<file path="config.mk">
export PLATFORM = sky130hd
export DESIGN_NAME = load_store_unit_flat
export DESIGN_NICKNAME = d
export VERILOG_FILES = /design/src/rtl/load_store_unit_if.sv /design/src/rtl/load_store_unit.sv /design/src/flat_wrapper.sv
export SDC_FILE = /design/constraint.sdc
export NUM_CORES = 1
export LEC_CHECK = 0
export CAP_MARGIN = 20
export CORE_MARGIN = 2
export CORE_UTILIZATION = 44
export CTS_CLUSTER_DIAMETER = 80
export DETAILED_ROUTE_END_ITERATION = 8
export PLACE_DENSITY = 0.81
export SYNTH_ARGS = -nofsm -noshare
export SYNTH_HDL_FRONTEND = slang
export SYNTH_SLANG_ARGS = --single-unit
</file>
<file path="constraint.sdc">
create_clock -name clk -period 2.3 [get_ports clk]
set_input_delay 0.46 -clock clk [delete_from_list [all_inputs] [get_ports clk]]
set_output_delay 0.46 -clock clk [all_outputs]
set_load 0.03 [all_outputs]
</file>
<file path="src/rtl/load_store_unit_if.sv">
// lsu_if: core request/response handshake plus word-wide data memory port of the load/store unit.
interface lsu_if;
    logic        req_valid;
    logic        req_ready;
    logic        req_we;
    logic [2:0]  req_funct3;
    logic [31:0] req_addr;
    logic [31:0] req_wdata;
    logic        resp_valid;
    logic        resp_ready;
    logic [31:0] resp_rdata;
    logic        resp_err;
    logic [31:0] mem_addr;
    logic [31:0] mem_wd;
    logic        mem_wr_en;
    logic [31:0] mem_rd;
    modport master (
        output req_valid, req_we, req_funct3, req_addr, req_wdata, resp_ready, mem_rd,
        input  req_ready, resp_valid, resp_rdata, resp_err, mem_addr, mem_wd, mem_wr_en
    );
    modport slave (
        input  req_valid, req_we, req_funct3, req_addr, req_wdata, resp_ready, mem_rd,
        output req_ready, resp_valid, resp_rdata, resp_err, mem_addr, mem_wd, mem_wr_en
    );
endinterface

</file>
<file path="src/rtl/load_store_unit.sv">
// load_store_unit: RV32I byte/half/word load-store initiator; sub-word stores use read-modify-write.
// Define LSU_ERR_CHECK_EN to report misaligned, out-of-range and illegal-funct3 requests as errors.
module load_store_unit #(
    parameter int MEM_WORDS = 1024,
    parameter int WIDX_W    = 10
) (
    input logic  clk,
    input logic  reset,
    lsu_if.slave bus
);
    typedef enum logic [2:0] {IDLE, LOAD, STORE_W, RMW_RD, RMW_WR, RESP} state_t;
    state_t      state;
    logic [1:0]  sz_r, off_r, sz, off;
    logic        uns_r, bad_f3, err;
    logic [31:0] wdata_r, rd_sh, ld_data, mask, merged;
    logic [4:0]  sh;
    always_comb begin
        bad_f3 = bus.req_we ? bus.req_funct3 >= 3'd3
                            : (bus.req_funct3[1:0] == 2'd3 || bus.req_funct3 == 3'd6);
        sz = bad_f3 ? 2'd2 : bus.req_funct3[1:0];
`ifdef LSU_ERR_CHECK_EN
        off = bus.req_addr[1:0];
        err = bad_f3 || (sz == 2'd1 && off[0]) || (sz == 2'd2 && off != 2'd0) ||
              bus.req_addr >= 32'(4 * MEM_WORDS);
`else
        // Misaligned accesses snap down to natural alignment; high address bits wrap.
        off = sz == 2'd2 ? 2'd0 : {bus.req_addr[1], bus.req_addr[0] & (sz == 2'd0)};
        err = 1'b0;
`endif
        sh = {off_r, 3'b000};
        rd_sh = bus.mem_rd >> sh;
        ld_data = sz_r == 2'd0 ? {{24{~uns_r & rd_sh[7]}}, rd_sh[7:0]} :
                  sz_r == 2'd1 ? {{16{~uns_r & rd_sh[15]}}, rd_sh[15:0]} : bus.mem_rd;
        mask = (sz_r == 2'd0 ? 32'h0000_00FF : 32'h0000_FFFF) << sh;
        merged = (bus.mem_rd & ~mask) | ((wdata_r << sh) & mask);
    end
    always_ff @(posedge clk) begin
        if (reset) begin
            state          <= IDLE;
            bus.req_ready  <= 1'b1;
            bus.resp_valid <= 1'b0;
            bus.resp_rdata <= '0;
            bus.resp_err   <= 1'b0;
            bus.mem_wr_en  <= 1'b0;
            bus.mem_addr   <= '0;
            bus.mem_wd     <= '0;
            sz_r           <= '0;
            off_r          <= '0;
            uns_r          <= 1'b0;
            wdata_r        <= '0;
        end else begin
            case (state)
                IDLE: if (bus.req_valid) begin
                    bus.req_ready <= 1'b0;
                    sz_r          <= sz;
                    off_r         <= off;
                    uns_r         <= bus.req_funct3[2];
                    wdata_r       <= bus.req_wdata;
                    if (err) begin
                        state          <= RESP;
                        bus.resp_valid <= 1'b1;
                        bus.resp_err   <= 1'b1;
                    end else begin
                        bus.mem_addr <= {{(32-WIDX_W){1'b0}}, bus.req_addr[WIDX_W+1:2]};
                        if (!bus.req_we) state <= LOAD;
                        else if (sz == 2'd2) begin
                            state         <= STORE_W;
                            bus.mem_wd    <= bus.req_wdata;
                            bus.mem_wr_en <= 1'b1;
                        end else state <= RMW_RD;
                    end
                end
                LOAD: begin
                    bus.resp_rdata <= ld_data;
                    bus.resp_valid <= 1'b1;
                    state          <= RESP;
                end
                RMW_RD: begin
                    bus.mem_wd    <= merged;
                    bus.mem_wr_en <= 1'b1;
                    state         <= RMW_WR;
                end
                STORE_W, RMW_WR: begin
                    bus.mem_wr_en  <= 1'b0;
                    bus.resp_valid <= 1'b1;
                    state          <= RESP;
                end
                RESP: if (bus.resp_ready) begin
                    bus.resp_valid <= 1'b0;
                    bus.resp_rdata <= '0;
                    bus.resp_err   <= 1'b0;
                    bus.req_ready  <= 1'b1;
                    state          <= IDLE;
                end
                default: state <= IDLE;
            endcase
        end
    end
endmodule

</file>
<file path="src/flat_wrapper.sv">
// flat-port wrapper written by rule: the top's interface ports become plain ports
module load_store_unit_flat 
#(
    parameter int MEM_WORDS = 1024,
    parameter int WIDX_W    = 10
)
  (clk, reset, bus_req_valid, bus_req_we, bus_req_funct3, bus_req_addr, bus_req_wdata, bus_resp_ready, bus_mem_rd, bus_req_ready, bus_resp_valid, bus_resp_rdata, bus_resp_err, bus_mem_addr, bus_mem_wd, bus_mem_wr_en);
  lsu_if bus_i ();
  input logic clk;
  input logic reset;
  input wire logic [$bits(bus_i.req_valid)-1:0] bus_req_valid;
  input wire logic [$bits(bus_i.req_we)-1:0] bus_req_we;
  input wire logic [$bits(bus_i.req_funct3)-1:0] bus_req_funct3;
  input wire logic [$bits(bus_i.req_addr)-1:0] bus_req_addr;
  input wire logic [$bits(bus_i.req_wdata)-1:0] bus_req_wdata;
  input wire logic [$bits(bus_i.resp_ready)-1:0] bus_resp_ready;
  input wire logic [$bits(bus_i.mem_rd)-1:0] bus_mem_rd;
  output wire logic [$bits(bus_i.req_ready)-1:0] bus_req_ready;
  output wire logic [$bits(bus_i.resp_valid)-1:0] bus_resp_valid;
  output wire logic [$bits(bus_i.resp_rdata)-1:0] bus_resp_rdata;
  output wire logic [$bits(bus_i.resp_err)-1:0] bus_resp_err;
  output wire logic [$bits(bus_i.mem_addr)-1:0] bus_mem_addr;
  output wire logic [$bits(bus_i.mem_wd)-1:0] bus_mem_wd;
  output wire logic [$bits(bus_i.mem_wr_en)-1:0] bus_mem_wr_en;
  assign bus_i.req_valid = bus_req_valid;
  assign bus_i.req_we = bus_req_we;
  assign bus_i.req_funct3 = bus_req_funct3;
  assign bus_i.req_addr = bus_req_addr;
  assign bus_i.req_wdata = bus_req_wdata;
  assign bus_i.resp_ready = bus_resp_ready;
  assign bus_i.mem_rd = bus_mem_rd;
  assign bus_req_ready = bus_i.req_ready;
  assign bus_resp_valid = bus_i.resp_valid;
  assign bus_resp_rdata = bus_i.resp_rdata;
  assign bus_resp_err = bus_i.resp_err;
  assign bus_mem_addr = bus_i.mem_addr;
  assign bus_mem_wd = bus_i.mem_wd;
  assign bus_mem_wr_en = bus_i.mem_wr_en;
  load_store_unit #(.MEM_WORDS(MEM_WORDS), .WIDX_W(WIDX_W)) u_core (.clk(clk), .reset(reset), .bus(bus_i));
endmodule
</file>
==> results.ini <==
[timing]
slew_violations=0
hold_viol_final=0
relSlewSlack_pct=49.5
rsz0062_at_grt=no
fmax_mhz=480
skew_ns=0.00745
period_needed_ns=2.08
fin_setup_tns_ns=0
worstMarginPinSlew_ns=0.752
fin_crit_sh_pct=90.5
setup_viol=0

[route]
dr.pass1.iters=7
vias_per_cell=5.86
wl_per_cell_um=19.1
ant_nets=0
drc=15
drtIter0Drc=578
via_count=5484
routed_wl_um=17900

[setup_path]
cp-end-kind=flop
crit_arrival_ns=2.35
critPathRequiredTime_ns=2.57
worstPathCellList=clkdlybuf4s50_1, or4b_1, buf_4, a211oi_1, buf_4, a32oi_1, nor2_1
cp_common_cell=buf_4
cp_top_family=buffers and inverters
crit_type=primary input to flop
critPathLaunchType=primary input
cp_max_fo=5
cp_slowest_cell=or4b_1
crit_buf_inv=3
slowest_delay_ns=0.58

[min_path]
hp-class=flop to flop

[placed_design]
io_buffer_count=160
dp_hpwl_um=13100
place_congestion=0.889

[synth]
synth_cell_type_count=52
ys_ff_latch=101
synth_top_cell_by_area=dfxtp_1
yosysSeqAreaShare_pct=38.6
synth_top_area_share_pct=38.6
synth_edf_count=0
synth.most_common_cell=dfxtp_1
synth_common_cells=dfxtp_1, nand2_1, o21ai_0, nor2_1, a21oi_1
syn_area_per_cell_um2=8.13
synthCells=644
netlist_area_mm2=0.00523
async_flop_share_pct=0
yosys_warnings=0
synth_ff_type=dfxtp_1
synth_area_leaders=dfxtp_1, o21ai_0, nand2_1, mux2i_1, a21oi_1

[power]
vdd_drop_max_uv=458
power.density_mw_per_mm2=679
p_leak_nw=2.53

[status]
status=finished, violations left
violations=design-rule violations

[final_layout]
nets=892
diodes=0
fillers=963
layout-drive-gt1-share_pct=9.21
final_util_pct=63.4
area_growth_pct=39.4

[global_routing]
grt-busiest-layer=met2
grt_max_degree=93
overflow=0
gr-usage-met1_pct=36.5
use_met3_pct=5.68
grt_usage_pct=27.5
antenna_found_initial=0
grt_pass1_vias=5179
use_met2_pct=45.4
grt_first_pass_wirelength_um=28000

[clock_tree]
post_cts_buffers=0
cts_tree=done
clock_sink_count=101
root_buffer=clkbuf_16
hold_buffers=0
htree_num_levels=3
ctsLongestPathBuffers=2
clk_latency_ns=0.34
cts_resized=0
cts_buffers=9
clk_pin_slew_ns=0.07

[floorplanning]
die_h_um=113
die-area_mm2=0.0128
start_util_pct=45.4
io_pins=204
row_count=39
core_mm2=0.0115
dieWidth_um=113

[flow_run]
drv_cap=0

-- area by class of cell --
type | instances | area, um2 | share of cell area (%)
multi-input combinational | 472 | 2830 | 38.8
sequential | 101 | 2020 | 27.7
clock buffer | 10 | 229 | 3.14
clock inverter | 6 | 47.5 | 0.651
inverter | 7 | 26.3 | 0.360
timing repair buffer | 197 | 1960 | 26.9
tap | 143 | 179 | 2.45
-- flip-flops by register name, indices dropped and copies added, names as in the netlist --
signal,count
u_core.bus.resp_valid,1
u_core.state,3
u_core.off_r,2
u_core.bus.resp_rdata,32
u_core.bus.req_ready,1
u_core.uns_r,1
u_core.sz_r,2
u_core.bus.mem_addr,10
u_core.wdata_r,16
u_core.bus.mem_wr_en,1
u_core.bus.mem_wd,32
-- metrics by stage --
step | total power, mW | setup slack [ns] | hold slack (ns) | cells | area [um2]
after floorplan | 2.90 | 0.451 | 0.443 | 666 | 5320
after global placement | 3.49 | -0.106 | 0.444 | 920 | 7020
after detailed placement | 3.53 | -0.123 | 0.449 | 920 | 7020
after CTS | 4.97 | 0.225 | 0.461 | 936 | 7300
after global routing | 5.15 | 0.0403 | 0.481 | 936 | 7300
final | 4.95 | 0.218 | 0.459 | 936 | 7300
-- kinds of logic after synthesis --
kind of cell	Yosys count	share of synthesized area [%]
compound gates	209	27.1
buf+inv	93	8.94
flops	101	38.6
mux	29	5.90
other cells	1	0.0717
simple gates	211	19.4
-- report_power, final --
group	switching [mW]	total [mW]	internal (mW)	leakage [nW]
Sequential	0.123	2.04	1.91	0.826
Clock	0.706	1.45	0.741	0.121
Combinational	0.837	1.47	0.633	1.58
-- cell usage in the layout (no fill, tap or decap), types with 21 or more instances in the layout --
master / count
dfxtp_1: 100
nor4_1: 21
a21oi_1: 45
conb_1: 23
mux2i_1: 23
nor3_1: 36
buf_4: 30
a22oi_1: 24
clkdlybuf4s50_1: 159
o21ai_0: 56
nor2_1: 51
nand2_1: 69
-- worst min-delay path, cell delays in order (launching register included) --
cell     delay (ns)
dfxtp_1        0.31
nand2_1        0.05
a21oi_1        0.05
-- routing by layer --
layer	vias to the layer above	wire length, um
li1	2594	-
met1	2609	7410
met2	257	8620
met3	24	1440
met4	0	392
met5	-	0
-- worst paths after layout --
kind / slack (ns) / endpoint / cells after the start / startpoint
worst min register to register: 0.46 / u_core.bus.mem_addr[7] / 2 / u_core.bus.mem_addr[7]
worst min-delay path: 0.46 / u_core.bus.mem_addr[7] / 2 / u_core.bus.mem_addr[7]
worst max-delay path: 0.22 / u_core.off_r[0] / 7 / bus_req_valid
worst max register to register: 0.24 / u_core.bus.mem_wd[22] / 5 / u_core.off_r[1]
Note: power is estimated with default switching activity, not from simulation.
